`src/rtl/axi_lite_rd_arbiter.sv`:
```
// axi_lite_rd_arbiter
// N-to-1 AXI-Lite read-channel arbiter placed in front of one slave port.
// One master owns the slave from grant until its R handshake completes.
// Round-robin priority advances only when a read finishes, so a master
// that wins the grant keeps its turn until its data has been returned.
module axi_lite_rd_arbiter #(
    parameter int N          = 2,
    parameter int ADDR_WIDTH = 32,
    parameter int DATA_WIDTH = 32,
    localparam int GID_W     = (N > 1) ? $clog2(N) : 1
) (
    input  logic                    aclk,
    input  logic                    aresetn,
    input  logic [N-1:0]            s_arvalid,
    input  logic [N*ADDR_WIDTH-1:0] s_araddr,
    output logic [N-1:0]            s_arready,
    output logic [N-1:0]            s_rvalid,
    output logic [DATA_WIDTH-1:0]   s_rdata,
    output logic [1:0]              s_rresp,
    input  logic [N-1:0]            s_rready,
    output logic                    m_arvalid,
    output logic [ADDR_WIDTH-1:0]   m_araddr,
    input  logic                    m_arready,
    input  logic                    m_rvalid,
    input  logic [DATA_WIDTH-1:0]   m_rdata,
    input  logic [1:0]              m_rresp,
    output logic                    m_rready,
    output logic [GID_W-1:0]        grant_id,
    output logic                    busy
);

    typedef enum logic [1:0] {
        IDLE = 2'd0,
        ADDR = 2'd1,
        DATA = 2'd2
    } state_t;

    state_t           state;
    logic [GID_W-1:0] last_id;
    logic [GID_W-1:0] pick;
    int               best_dist;

    // Round-robin pick: the requester closest after last_id (wrapping) wins.
    always_comb begin
        pick      = '0;
        best_dist = N;
        for (int j = 0; j < N; j++) begin
            if (s_arvalid[j] && (((j + N - int'(last_id) - 1) % N) < best_dist)) begin
                best_dist = (j + N - int'(last_id) - 1) % N;
                pick      = GID_W'(j);
            end
        end
    end

    // Control FSM: grant in IDLE, forward AR in ADDR, forward R in DATA.
    always_ff @(posedge aclk) begin
        if (!aresetn) begin
            state    <= IDLE;
            grant_id <= '0;
            last_id  <= GID_W'(N - 1);
            busy     <= 1'b0;
        end else begin
            case (state)
                IDLE: begin
                    if (|s_arvalid) begin
                        grant_id <= pick;
                        state    <= ADDR;
                        busy     <= 1'b1;
                    end
                end
                ADDR: begin
                    if (m_arvalid && m_arready) begin
                        state <= DATA;
                    end
                end
                DATA: begin
                    if (m_rvalid && m_rready) begin
                        last_id <= grant_id;
                        state   <= IDLE;
                        busy    <= 1'b0;
                    end
                end
                default: begin
                    state <= IDLE;
                    busy  <= 1'b0;
                end
            endcase
        end
    end

    // Handshake routing: only the granted master is connected, only in its phase.
    always_comb begin
        m_arvalid = 1'b0;
        m_araddr  = '0;
        s_arready = '0;
        s_rvalid  = '0;
        m_rready  = 1'b0;
        for (int i = 0; i < N; i++) begin
            if (grant_id == GID_W'(i)) begin
                if (state == ADDR) begin
                    m_arvalid    = s_arvalid[i];
                    m_araddr     = s_araddr[i*ADDR_WIDTH +: ADDR_WIDTH];
                    s_arready[i] = m_arready;
                end
                if (state == DATA) begin
                    s_rvalid[i] = m_rvalid;
                    m_rready    = s_rready[i];
                end
            end
        end
    end

    // Read data and response are broadcast; only the granted master sees rvalid.
    always_comb begin
        s_rdata = m_rdata;
        s_rresp = m_rresp;
    end

endmodule

```
`config.mk`:
```
export PLATFORM = sky130hd
export DESIGN_NAME = axi_lite_rd_arbiter
export DESIGN_NICKNAME = d
export VERILOG_FILES = /design/src/rtl/axi_lite_rd_arbiter.sv
export SDC_FILE = /design/constraint.sdc
export NUM_CORES = 1
export LEC_CHECK = 0
export BUFFER_PORTS_ARGS = -buffer_cell sky130_fd_sc_hd__buf_2
export CAP_MARGIN = 40
export CORE_ASPECT_RATIO = 1.5
export CORE_MARGIN = 2
export CORE_UTILIZATION = 27
export CTS_BUF_LIST = sky130_fd_sc_hd__clkbuf_16
export DETAILED_ROUTE_END_ITERATION = 7
export GPL_TIMING_DRIVEN = 0
export PLACE_DENSITY_LB_ADDON = 0.1
export SYNTH_ARGS = -nofsm -noshare
export SYNTH_HDL_FRONTEND = slang
export SYNTH_SLANG_ARGS = --single-unit
```
`constraint.sdc`:
```
create_clock -name aclk -period 1.2 [get_ports aclk]
set_input_delay 0.24 -clock aclk [delete_from_list [all_inputs] [get_ports aclk]]
set_output_delay 0.24 -clock aclk [all_outputs]
set_load 0.005 [all_outputs]
```
# After elaboration in Yosys (flattened, before gate mapping)

Index checks and enable logic that the tools add are counted.

Register bits after elaboration: 5
Input port bits: 106
Output and inout port bits: 74
Logic and storage cells: 55

Add/sub/neg operators: 4
Order comparisons: 2
Equal/unequal tests: 5
Multiplexer cells: 27
Bitwise gates (word level): 3
Reduce and logical (&&, ||, !) cells: 10

Operator list:

| operator                                           | number |
|---|---|
| two-way mux 32 bit                                 | 5 |
| < comparator 2 x 32 -> 1 bit                       | 1 |
| two-way mux 1 bit                                  | 17 |
| subtractor 3 x 2 -> 4 bit, second input constant   | 2 |
| two-way mux 2 bit                                  | 3 |
| != test 2 bit, second input constant               | 3 |
| one-hot mux 2 bit (3 select lines)                 | 1 |
| AND reduction 3 bit                                | 2 |
| subtractor 2 x 1 -> 3 bit, first input constant    | 2 |
| logical AND 1 bit                                  | 4 |
| AND reduction 2 bit                                | 2 |
| < comparator 2 x 3 -> 1 bit, second input constant | 1 |
| one-hot mux 1 bit (3 select lines)                 | 1 |
| bitwise AND 1 bit                                  | 2 |
| == test 2 x 1 -> 1 bit, second input constant      | 1 |
| == test 2 bit, second input constant               | 1 |
| zero test 2 bit                                    | 1 |
| OR reduction 2 bit                                 | 1 |
| inverter 1 bit                                     | 1 |

# Longest topological paths before layout

Word-level depth: 9
Mapped depth: 5
Gate-level depth less buffers: 3

# Worst setup path before layout

OpenSTA, ideal clock, no wires.

Path kind: register to output
Start point: reg grant_id
End point: out m_araddr[10]
Data arrival time: 0.991 ns
Data required time: 0.960 ns
Path slack: -0.031 ns
Stages on the path, launching flop included: 5
Buffers on the path: 2
Path through: dfxtp_1 > buf_6 > buf_12 > mux2i_1 > nor2_2

Cells in the longest elaborated chain, start to end: 3

Ends and longest elaborated chain:

| element                | RTL line | RTL |
|---|---|---|
| from (decl)            | 28       | `output logic [GID_W-1:0] grant_id,` |
| from (signal assigned) | 66       | `grant_id <= pick;` |
| two-way mux 32 bit     | 99       | `if (grant_id == GID_W'(i)) begin` |
| two-way mux 32 bit     | 100      | `if (state == ADDR) begin` |
| two-way mux 32 bit *   | 99       |  |
| to (decl)              | 22       | `output logic [ADDR_WIDTH-1:0] m_araddr,` |

Mark *: on every way between the ends. The rest lies on a longest branch, timed or not.

# Final worst setup path

Start point: reg grant_id
End point: out m_rready

Cells in the longest elaborated chain, start to end: 3

Ends and longest elaborated chain:

| element             | RTL line | RTL |
|---|---|---|
| two-way mux 1 bit   | 99       |  |
| two-way mux 1 bit   | 105      | `if (state == DATA) begin` |
| two-way mux 1 bit * | 99       |  |
| to (decl)           | 27       | `output logic m_rready,` |

Marks and branches as above.

==> results by group <==
Run status
  • Outcome: finished with violations
  • Failing checks: setup timing

Clock network
  • Root buffer cell: clkbuf_16
  • CTS max path bufs: 2
  • CTS tree: done
  • Clock latency on the worst-skew pair: 0.23 ns
  • Hold Buf Count CTS: 0
  • Clock Pin Slew Worst Setup and Hold Paths: 0.03 ns
  • Clk sinks: 5
  • H-tree depth: 1
  • Clock buffer count from CTS: 3

Synth
  • Synth Flop Type: dfxtp_1
  • Post-Syn Area: 1200 µm²
  • FFs w/ async S/R, synth: 0%
  • Top cells by area, synth: mux2i_1 28%, buf_4 21%, nor2_2 14%, dfxtp_1 8.3%, buf_12 5.0%
  • Yosys top cell area share: 28.3%
  • Number of flops mapped to enable cells by yosys: 0
  • Multiplexer share of the synthesized area: 28.3%
  • YS warnings: 0
  • Largest family of logic cells by synthesized area: buffers and inverters
  • Synth Area in Compound Gates: ~5.1%
  • Register area share after synthesis: 8.32%
  • Syn_nets: 251
  • Yosys cell types: 24
  • Simple logic cell fraction of the synthesized area: 26.3%
  • Mapped Cells: approximately 150
  • Synth Area in XOR/XNOR: 0%
  • Leading cell types by count after synthesis: 34 x buf_4, 34 x mux2i_1, 27 x nor2_2
  • Largest area contributor in the netlist: mux2i_1
  • Syn Area/Cell: 8.29 µm²
  • Synth Register Bits: 5
  • Synth Area in Adders: 0%

Flow run
  • Max Cap Viol: 0

Worst setup path
  • Critical path type: reg2out
  • Max FO, Critical Path: 3
  • Critical path required time: 0.96 ns
  • CP endpoint kind: output pin
  • Startpoint types: register
  • Data arrival, critical path: 1.32 ns

Pwr
  • Max VDD drop: 636 µV
  • LEAKAGE: 1.27 nW
  • PD cells: 688 nW/µm²
  • Tot Pwr: 1.68 mW

Route
  • Vias per cell: 4.29
  • Routed met2 length: 2500 µm
  • Drt wl/cell: between 10 and 15 µm
  • TritonRoute pass-1 iters: 3
  • WL met3: 473 µm
  • Drt total wl: 4430 µm
  • Met1 wire length: between 1000 and 1500 µm
  • Max layer used: met4
  • Post-route ant nets: 0
  • Residual DRC count: 0
  • Vias: 1507
  • Starting DRC count in detailed routing: 25

Layout
  • P&R area growth vs syn: 103%
  • N_diodes: 0
  • Share of cells above drive strength 1: 83.9%
  • Final nets: 412
  • Fill cells: between 400 and 500

Placement
  • Dpl hpwl: 3610 µm
  • I/O Buffers: roughly 150
  • Final Wtd Congestion: 0.704

Timing
  • Tightest Pin Transition: 0.265 ns
  • Post-layout min period: 1.56 ns
  • Peak Freq: 641 MHz
  • Slew HR: 82.0%
  • Setup WS post-layout: -0.360 ns
  • RSZ-0062 raised after global routing: true
  • Fin. max-slew vios: 0
  • Period utilisation layout: 130%
  • Final setup violation count: 38
  • Final hold vios: 0
  • Layout Skew: about 0.00015 ns
  • Setup Total Neg Slack: -10.53 ns

Floorplan
  • Ports: 180
  • CORE AREA: 4250 µm²
  • Die H: between 80 and 90 µm
  • Die area: 5010 µm²
  • Row count: 29
  • Initial cell density of the core: 28.3%
  • Die W: 58.5 µm

Global routing
  • Total grt overflow: 0
  • Number of global-route vias before repair: 1452
  • First-pass GRT wire length: about 6600 µm
  • GRT Resource Usage Total: 16.3%
  • Pin count of the biggest net entering global routing: 11
  • Initial antenna violation count: 0

Hold path
  • HP Class: in2reg
[layout make-up]
| cell class | instances | area [µm²] | share of cell area, % |
|---|---|---|---|
| Tap cell | 46 | 57.6 | 2.36 |
| Clock buffer | 3 | 75.1 | 3.08 |
| Clock inverter | 1 | 3.75 | 0.154 |
| Buffer | 42 | 402 | 16.5 |
| Timing Repair Buffer | 157 | 878 | 36.0 |
| Sequential cell | 5 | 109 | 4.47 |
| Inverter | 2 | 12.5 | 0.513 |
| Multi-Input combinational cell | 95 | 900 | 36.9 |
[critical path, cell delays in order (launching register included)]
cell     delay, ns
dfxtp_4       0.34
buf_4         0.13
buf_6         0.12
mux2i_2       0.17
nor3b_2       0.19
buf_2         0.14
[cell usage in the layout, fill, tap and decap left out, drive strengths merged, types with 3 or more instances in the layout]
| cell type | synthesis | layout |
|---|---|---|
| mux2i | 34 | 34 |
| inv | 2 | 3 |
| nor2b | 3 | 3 |
| dfxtp | 5 | 5 |
| o21ai | 4 | 4 |
| clkbuf | 0 | 4 |
| nand2 | 3 | 3 |
| and3 | 3 | 3 |
| nand3b | 4 | 4 |
| buf | 43 | 198 |
| nor2 | 36 | 36 |
[state kept, by name, summed over array words and instances, names as in the netlist]
register	cells
busy	1
grant_id	1
last_id	1
state	2
[final timing paths]
| kind | start | endpoint | slack [ns] | cells past startpoint |
|---|---|---|---|---|
| hold / removal | aresetn | last_id | 0.26 | 2 |
| setup reg to reg | grant_id | state[1] | 0.04 | 5 |
| hold reg to reg | busy | busy | 0.50 | 2 |
| setup / recovery | grant_id | m_rready | -0.36 | 5 |
[what timing repair did]
action                     CTS  global route
hold endpoints to repair     0             0
setup buffers                8             3
pin swaps                    0             3
gates cloned                 1             1
resized for setup           31            24
setup endpoints to repair   38            39
[metal layers]
| layer | global-route usage (%) | up-vias |
|---|---|---|
| met2 | 32.3 | 87 |
| met4 | 4.44 | 0 |
| met1 | 16.4 | 646 |
| met3 | 3.47 | 3 |
| li1 | - | 771 |
| met5 | 0 | - |
[stage by stage]
step	hold WS [ns]	std cells	setup WS (ns)	area [µm²]	util, %
6_report	0.260	351	-0.360	2440	57.4
5_1_grt	0.292	351	-0.417	2440	57.4
4_1_cts	0.255	349	-0.350	2310	54.3
3_5_place_dp	0.494	336	-0.235	1990	46.8
3_3_place_gp	0.491	336	-0.217	1990	46.8
2_1_floorplan	0.321	145	0.0307	1200	-
[kinds of logic after synthesis]
group,after synthesis
buffers and inverters,45
AND/OR/NAND/NOR,52
AO/OA/AOI/OAI,9
multiplexers,34
flip-flops,5
[power breakdown]
part           leakage, nW  internal, mW  switching, mW
registers           0.0429         0.179         0.0102
clock network       0.0423         0.432          0.118
logic                 1.19         0.564          0.373
total                 1.27          1.17          0.501
Note: power is estimated with default switching activity, not from simulation.
